===== src/rtl/branch_exec_if.sv =====
// branch_exec_if: groups the branch-issue, SPR-write and result signals of the
// branch execution stage into one bundle.
//   master : the identify stage / SPR source side (drives i_*, observes o_*)
//   slave  : branch_exec itself (observes i_*, drives o_*)
// Handshake: i_en marks a branch in the cycle it is sampled. o_valid pulses for
// exactly one cycle per sampled branch, one edge later. There is no ready and
// no backpressure, so the consumer must take every o_valid pulse.
// Bit numbering is big-endian ([0] is the most significant bit).
interface branch_exec_if;
  logic        i_en;
  logic [0:31] i_instr;
  logic        i_i_form;
  logic        i_b_form;
  logic        i_cond_LR;
  logic        i_cond_CTR;
  logic        i_cond_TAR;
  logic [0:63] i_cia;
  logic [0:31] i_cr;
  logic        i_spr_we;
  logic [0:1]  i_spr_sel;
  logic [0:63] i_spr_wdata;
  logic        o_valid;
  logic        o_taken;
  logic [0:63] o_nia;
  logic        o_invalid;
  logic [0:63] o_lr;
  logic [0:63] o_ctr;
  logic [0:63] o_tar;

  modport master (
    output i_en, i_instr, i_i_form, i_b_form, i_cond_LR, i_cond_CTR, i_cond_TAR,
           i_cia, i_cr, i_spr_we, i_spr_sel, i_spr_wdata,
    input  o_valid, o_taken, o_nia, o_invalid, o_lr, o_ctr, o_tar
  );

  modport slave (
    input  i_en, i_instr, i_i_form, i_b_form, i_cond_LR, i_cond_CTR, i_cond_TAR,
           i_cia, i_cr, i_spr_we, i_spr_sel, i_spr_wdata,
    output o_valid, o_taken, o_nia, o_invalid, o_lr, o_ctr, o_tar
  );
endinterface


===== src/rtl/branch_exec.sv =====
// branch_exec: branch execution stage. Evaluates I-form, B-form, bclr, bcctr
// and bctar branches against CR/CTR/LR/TAR and returns a registered next
// instruction address one cycle after the branch is sampled. Owns the LR, CTR
// and (optionally) TAR architectural registers and accepts move-to-SPR writes.
// Ports:
//   i_clk  : core clock, rising edge
//   i_rst  : asynchronous active-high reset
//   bus    : branch_exec_if.slave (branch in, SPR write in, result and
//            architectural register values out)
// Configuration macro BRU_TAR_EN: when defined, TAR storage, bctar and SPR
// select 10 are supported; when undefined, o_tar reads 0, bctar reports
// invalid and SPR writes to select 10 are dropped.
module branch_exec (
  input  logic          i_clk,
  input  logic          i_rst,
  branch_exec_if.slave  bus
);

  // Instruction fields (big-endian numbering)
  logic [0:4]  bo;
  logic [0:4]  bi;
  logic        aa;
  logic        lk;
  assign bo = bus.i_instr[6:10];
  assign bi = bus.i_instr[11:15];
  assign aa = bus.i_instr[30];
  assign lk = bus.i_instr[31];

  // Architectural state
  logic [0:63] lr_q;
  logic [0:63] ctr_q;
  logic [0:63] tar_val;
  logic        tar_en;

`ifdef BRU_TAR_EN
  logic [0:63] tar_q;
  assign tar_val = tar_q;
  assign tar_en  = 1'b1;
`else
  assign tar_val = '0;
  assign tar_en  = 1'b0;
`endif

  // Result registers
  logic        valid_q;
  logic        taken_q;
  logic        invalid_q;
  logic [0:63] nia_q;

  // Decode / evaluate
  logic [0:63] li_off;
  logic [0:63] bd_off;
  logic [0:63] seq_nia;
  logic [0:63] ctr_new;
  logic [0:63] target;
  logic [0:63] nia_d;
  logic        conditional;
  logic        invalid;
  logic        commit;
  logic        ctr_ok;
  logic        cond_ok;
  logic        taken;
  logic        taken_d;
  logic        lr_upd;
  logic        ctr_upd;

  // Sign-extended displacements with the two implied zero bits appended.
  assign li_off  = {{38{bus.i_instr[6]}}, bus.i_instr[6:29], 2'b00};
  assign bd_off  = {{48{bus.i_instr[16]}}, bus.i_instr[16:29], 2'b00};
  assign seq_nia = bus.i_cia + 64'd4;

  always_comb begin
    conditional = bus.i_b_form | bus.i_cond_LR | bus.i_cond_CTR | bus.i_cond_TAR;

    // bcctr cannot decrement CTR and branch through it at the same time, so a
    // decrementing bcctr is rejected; bctar is rejected when TAR is absent.
    invalid = bus.i_en &
              (~$onehot({bus.i_i_form, bus.i_b_form, bus.i_cond_LR,
                         bus.i_cond_CTR, bus.i_cond_TAR}) |
               (bus.i_cond_CTR & ~bo[2]) |
               (bus.i_cond_TAR & ~tar_en));
    commit = bus.i_en & ~invalid;

    ctr_new = bo[2] ? ctr_q : (ctr_q - 64'd1);
    ctr_ok  = bo[2] | ((ctr_new != 64'd0) ^ bo[3]);
    cond_ok = bo[0] | (bus.i_cr[bi] == bo[1]);
    taken   = bus.i_i_form | (ctr_ok & cond_ok);

    target = seq_nia;
    if (bus.i_i_form) begin
      target = aa ? li_off : (bus.i_cia + li_off);
    end else if (bus.i_b_form) begin
      target = aa ? bd_off : (bus.i_cia + bd_off);
    end else if (bus.i_cond_LR) begin
      target = {lr_q[0:61], 2'b00};
    end else if (bus.i_cond_CTR) begin
      target = {ctr_q[0:61], 2'b00};
    end else if (bus.i_cond_TAR) begin
      target = {tar_val[0:61], 2'b00};
    end

    taken_d = commit & taken;
    nia_d   = taken_d ? target : seq_nia;

    // Link and CTR updates happen on any valid branch, taken or not.
    lr_upd  = commit & lk;
    ctr_upd = commit & conditional & ~bo[2];
  end

  // Results
  always_ff @(posedge i_clk or posedge i_rst) begin
    if (i_rst) begin
      valid_q   <= 1'b0;
      taken_q   <= 1'b0;
      invalid_q <= 1'b0;
      nia_q     <= '0;
    end else begin
      valid_q   <= bus.i_en;
      taken_q   <= taken_d;
      invalid_q <= invalid;
      if (bus.i_en) begin
        nia_q <= nia_d;
      end
    end
  end

  // LR / CTR: the SPR write is applied first so that a branch update of the
  // same register in the same cycle overrides it.
  always_ff @(posedge i_clk or posedge i_rst) begin
    if (i_rst) begin
      lr_q  <= '0;
      ctr_q <= '0;
    end else begin
      if (bus.i_spr_we && bus.i_spr_sel == 2'b00) begin
        lr_q <= bus.i_spr_wdata;
      end
      if (lr_upd) begin
        lr_q <= seq_nia;
      end
      if (bus.i_spr_we && bus.i_spr_sel == 2'b01) begin
        ctr_q <= bus.i_spr_wdata;
      end
      if (ctr_upd) begin
        ctr_q <= ctr_new;
      end
    end
  end

`ifdef BRU_TAR_EN
  // No branch ever writes TAR, so only the SPR port updates it.
  always_ff @(posedge i_clk or posedge i_rst) begin
    if (i_rst) begin
      tar_q <= '0;
    end else if (bus.i_spr_we && bus.i_spr_sel == 2'b10) begin
      tar_q <= bus.i_spr_wdata;
    end
  end
`endif

  assign bus.o_valid   = valid_q;
  assign bus.o_taken   = taken_q;
  assign bus.o_invalid = invalid_q;
  assign bus.o_nia     = nia_q;
  assign bus.o_lr      = lr_q;
  assign bus.o_ctr     = ctr_q;
  assign bus.o_tar     = tar_val;

  // Opcode bits are decoded upstream; low TAR bits never form an address.
  logic unused_bits;
  assign unused_bits = ^{bus.i_instr[0:5], tar_val[62:63]};

endmodule


===== src/flat_wrapper.sv =====
// flat-port wrapper written by rule: the top's interface ports become plain ports
module branch_exec_flat 
  (i_clk, i_rst, bus_i_en, bus_i_instr, bus_i_i_form, bus_i_b_form, bus_i_cond_LR, bus_i_cond_CTR, bus_i_cond_TAR, bus_i_cia, bus_i_cr, bus_i_spr_we, bus_i_spr_sel, bus_i_spr_wdata, bus_o_valid, bus_o_taken, bus_o_nia, bus_o_invalid, bus_o_lr, bus_o_ctr, bus_o_tar);
  branch_exec_if bus_i ();
  input  logic i_clk;
  input  logic i_rst;
  input wire logic [$bits(bus_i.i_en)-1:0] bus_i_en;
  input wire logic [$bits(bus_i.i_instr)-1:0] bus_i_instr;
  input wire logic [$bits(bus_i.i_i_form)-1:0] bus_i_i_form;
  input wire logic [$bits(bus_i.i_b_form)-1:0] bus_i_b_form;
  input wire logic [$bits(bus_i.i_cond_LR)-1:0] bus_i_cond_LR;
  input wire logic [$bits(bus_i.i_cond_CTR)-1:0] bus_i_cond_CTR;
  input wire logic [$bits(bus_i.i_cond_TAR)-1:0] bus_i_cond_TAR;
  input wire logic [$bits(bus_i.i_cia)-1:0] bus_i_cia;
  input wire logic [$bits(bus_i.i_cr)-1:0] bus_i_cr;
  input wire logic [$bits(bus_i.i_spr_we)-1:0] bus_i_spr_we;
  input wire logic [$bits(bus_i.i_spr_sel)-1:0] bus_i_spr_sel;
  input wire logic [$bits(bus_i.i_spr_wdata)-1:0] bus_i_spr_wdata;
  output wire logic [$bits(bus_i.o_valid)-1:0] bus_o_valid;
  output wire logic [$bits(bus_i.o_taken)-1:0] bus_o_taken;
  output wire logic [$bits(bus_i.o_nia)-1:0] bus_o_nia;
  output wire logic [$bits(bus_i.o_invalid)-1:0] bus_o_invalid;
  output wire logic [$bits(bus_i.o_lr)-1:0] bus_o_lr;
  output wire logic [$bits(bus_i.o_ctr)-1:0] bus_o_ctr;
  output wire logic [$bits(bus_i.o_tar)-1:0] bus_o_tar;
  assign bus_i.i_en = bus_i_en;
  assign bus_i.i_instr = bus_i_instr;
  assign bus_i.i_i_form = bus_i_i_form;
  assign bus_i.i_b_form = bus_i_b_form;
  assign bus_i.i_cond_LR = bus_i_cond_LR;
  assign bus_i.i_cond_CTR = bus_i_cond_CTR;
  assign bus_i.i_cond_TAR = bus_i_cond_TAR;
  assign bus_i.i_cia = bus_i_cia;
  assign bus_i.i_cr = bus_i_cr;
  assign bus_i.i_spr_we = bus_i_spr_we;
  assign bus_i.i_spr_sel = bus_i_spr_sel;
  assign bus_i.i_spr_wdata = bus_i_spr_wdata;
  assign bus_o_valid = bus_i.o_valid;
  assign bus_o_taken = bus_i.o_taken;
  assign bus_o_nia = bus_i.o_nia;
  assign bus_o_invalid = bus_i.o_invalid;
  assign bus_o_lr = bus_i.o_lr;
  assign bus_o_ctr = bus_i.o_ctr;
  assign bus_o_tar = bus_i.o_tar;
  branch_exec u_core (.i_clk(i_clk), .i_rst(i_rst), .bus(bus_i));
endmodule

===== config.mk =====
export PLATFORM = sky130hd
export DESIGN_NAME = branch_exec_flat
export DESIGN_NICKNAME = d
export VERILOG_FILES = /design/src/rtl/branch_exec_if.sv /design/src/rtl/branch_exec.sv /design/src/flat_wrapper.sv
export SDC_FILE = /design/constraint.sdc
export NUM_CORES = 1
export LEC_CHECK = 0
export CAP_MARGIN = 10
export CELL_PAD_IN_SITES_DETAIL_PLACEMENT = 0
export CELL_PAD_IN_SITES_GLOBAL_PLACEMENT = 1
export CORE_MARGIN = 2
export CORE_UTILIZATION = 34
export DETAILED_ROUTE_END_ITERATION = 12
export PLACE_DENSITY = 0.78
export SKIP_CTS_REPAIR_TIMING = 1
export SYNTH_ARGS = -nofsm -noshare
export SYNTH_HDL_FRONTEND = slang
export SYNTH_SLANG_ARGS = --single-unit
export TNS_END_PERCENT = 50

===== constraint.sdc =====
create_clock -name i_clk -period 6.1 [get_ports i_clk]
set_input_delay 0.61 -clock i_clk [delete_from_list [all_inputs] [get_ports i_clk]]
set_output_delay 0.61 -clock i_clk [all_outputs]
set_load 0.005 [all_outputs]

==> metrics <==
count of cell types in the netlist 83; leading area contributor after synthesis dfrtp_1; P&R area growth vs syn 23.0%; most frequent cell after synthesis a21oi_1; top cells by count, synth a21oi_1 (304), nor2_1 (273), o21ai_0 (241); Reg clk slew, reported paths 0.07 ns; post-synth top area share 22.8%; fill count 6348; Yosys warnings 0; dpl cells 3934; synthesized cell area 21400 um^2; Final Hold Vio Count 0; critical path fanouts, max 73; Clk Latency, worst-skew pair 0.47 ns; final-stage net count 3435; # DRC 0; Clock Skew 0.0136 ns; pre-CTS setup slack 0.512 ns; GRT overflow 0; critical path cell sequence clkdlybuf4s50_1 > or3_1 > nor4_2 > nand4b_1 > buf_4 > nor4_1 > xnor2_1 > nand3_1 > nor4_1 > nand4_1 > xor2_1 > o21bai_4 > buf_12 > o21ai_0 > o2bb2ai_1; PortBufs 391; Setup-failing EPs final 0; Final Critical Period 5.32 ns; count of pins over their slew limit 0; drt total wl 105000 um; share of cells above drive strength 1 4.41%; Initial Util 34.5%; share of power burned in registers 35.0%; Critical Path Source Type input pin; Worst Setup End Kind flip-flop; # rows 91; Comb pwr share 45.8%; Pre-antenna DRT Iters 6; vias in the first global route 22.4k; routed wire length per instance 26.5 um; H-tree depth 4; post-route insts no fill 3967; Slew HR 20.1%; multi-input logic area 15200 um^2; crit-path most repeated cell nor4_1; Synth Register Bits 195; PwrDens 230 nW/um^2; root buf cell clkbuf_16; TNS Setup 0 ns; post-DP HPWL 83300 um; CP Class input pin to flip-flop; Final WS setup 0.778 ns; Crit-path slowest cell clkdlybuf4s50_1; Core Util, Final 42.4%; actual slew at the worst max-slew pin 1.20 ns; Ports 462; Sw Ratio 43.2%; HP Class flip-flop to flip-flop; maximum VDD drop 0.000210 V; clock buffer depth 2; RSZ-0062 raised after global routing no; Die Span X 255 um; vias post-DR 24.4k; max_cap viols 0; dominant synthesized flop cell dfrtp_1; Switch Pwr 2.61 mW; first-pass GRT wire length 151000 um; CTS Buf Count 17; die area 64900 um^2; total power draw 6.04 mW; routability cong. 0.975; pin count of the biggest net entering global routing 120; die height 255 um; Tcrit/Tclk final 87.2%; sequential share of the synthesized area 22.8%; syn avg cell area 7.48 um^2; Register Area 4880 um^2; GRT Overall Usage 31.3%; crit path DAT 5.64 ns; ys async rst share 100%; initial DRC count 3182; CP peak stage delay 0.64 ns; Mapped Cells 2857; Vias per Instance 6.16; Internal Pwr Total 3.43 mW; CTS tree done; clk sink count 195; Required @ worst endpoint 6.42 ns; EDFF count, synth 0; Max Fclk 0.188 GHz; Leak 10.3 nW; initial antenna violation count 3; Final Hold Slack 0.508 ns; Clock power frac 19.2%; ranking of synthesized cells by area dfrtp_1 (23%), a21oi_1 (7.1%), ha_1 (6.6%); core box area 61900 um^2; placed instance area 25700 um^2; outcome finished, final reports clean; Final ANT Viol Nets 0; post-route cell area 26300 um^2
==> registers in the layout, summed over array words and instances (netlist names) <==
name,count
u_core.bus.o_nia,64
u_core.bus.o_taken,1
u_core.bus.o_invalid,1
u_core.bus.o_lr,64
u_core.bus.o_valid,1
u_core.bus.o_ctr,64
==> worst max-delay path: cells and delay by family <==
family / cells / cell delay, ns
compound gates: 3 / 0.87
xor+xnor: 2 / 0.50
buf+inv: 3 / 1.13
simple gates: 7 / 2.50
==> final cells by class <==
| cell class | count | share of cell area, % |
|---|---|---|
| tap | 837 | 3.98 |
| clock buffer | 20 | 1.70 |
| timing repair buffer | 444 | 16.4 |
| sequential | 195 | 18.6 |
| clock inverter | 10 | 0.386 |
| antenna | 3 | 0.0286 |
| multi-input combinational | 2381 | 57.8 |
| inverter | 77 | 1.13 |
==> cell usage in the layout, fill, tap and decap left out, types with 17 or more instances in the layout <==
cell             count
dfrtp_1            195
conb_1              64
nor2_1             270
xnor2_1            121
a31oi_1             19
mux2i_1             62
a21o_1              60
ha_1               113
or3_1               18
nand3_1            105
nor3_1              61
nor2b_1             17
clkbuf_16           17
nand2b_1            19
a221o_1             46
nand4_1             54
clkdlybuf4s50_1    385
a22oi_1             45
o211ai_1            41
o21ai_0            241
a211oi_1            48
o221ai_1            23
nand2_1            234
and3_1              43
buf_4               53
xor2_1              61
o21bai_1            26
inv_1               74
a21oi_1            304
nor4_1              38
==> power by group through the flow <==
stage          sequential, mW  clock, mW  combinational, mW
2_1_floorplan            1.83          0               1.46
6_report                 2.11       1.16               2.77
5_1_grt                  2.13       1.20               2.98
3_5_place_dp             2.11          0               2.72
3_3_place_gp             2.11          0               2.69
4_1_cts                  2.08       1.16               2.73
==> final timing paths <==
check / depth (start not counted) / from / slack [ns] / endpoint
min: 1 / u_core.bus.o_nia[62] / 0.51 / u_core.bus.o_nia[62]
min in group asynchronous: 2 / i_rst / 0.63 / u_core.bus.o_ctr[55]
min reg2reg: 1 / u_core.bus.o_nia[62] / 0.51 / u_core.bus.o_nia[62]
max in group asynchronous: 3 / i_rst / 4.06 / u_core.bus.o_ctr[11]
max reg2reg: 13 / u_core.bus.o_ctr[56] / 0.78 / u_core.bus.o_nia[62]
max: 15 / bus_i_instr[23] / 0.78 / u_core.bus.o_nia[62]
==> cells by family (layout without fill, tap and decap cells) <==
| kind of cell | Yosys count | count (layout) | synth area share [%] |
|---|---|---|---|
| other | 1 | 67 | 0.0176 |
| buffers and inverters | 344 | 551 | 7.34 |
| muxes | 81 | 81 | 4.43 |
| and+or+nand+nor | 938 | 938 | 21.1 |
| AOI/OAI and AO/OA | 1000 | 1000 | 29.9 |
| DFF | 195 | 195 | 22.8 |
| xor gates and xnor gates | 182 | 182 | 7.46 |
| adders and majority gates | 116 | 116 | 6.90 |
==> per-layer routing <==
metal / wire length (um) / global-route usage, % / share of wire (%)
met1: 47800 / 46.5 / 45
met2: 45200 / 46.6 / 43
met3: 9620 / 5.24 / 9.2
met4: 2450 / 7.47 / 2.3
met5: 0 / 0 / 0
Power figures use the tool's default switching activity.
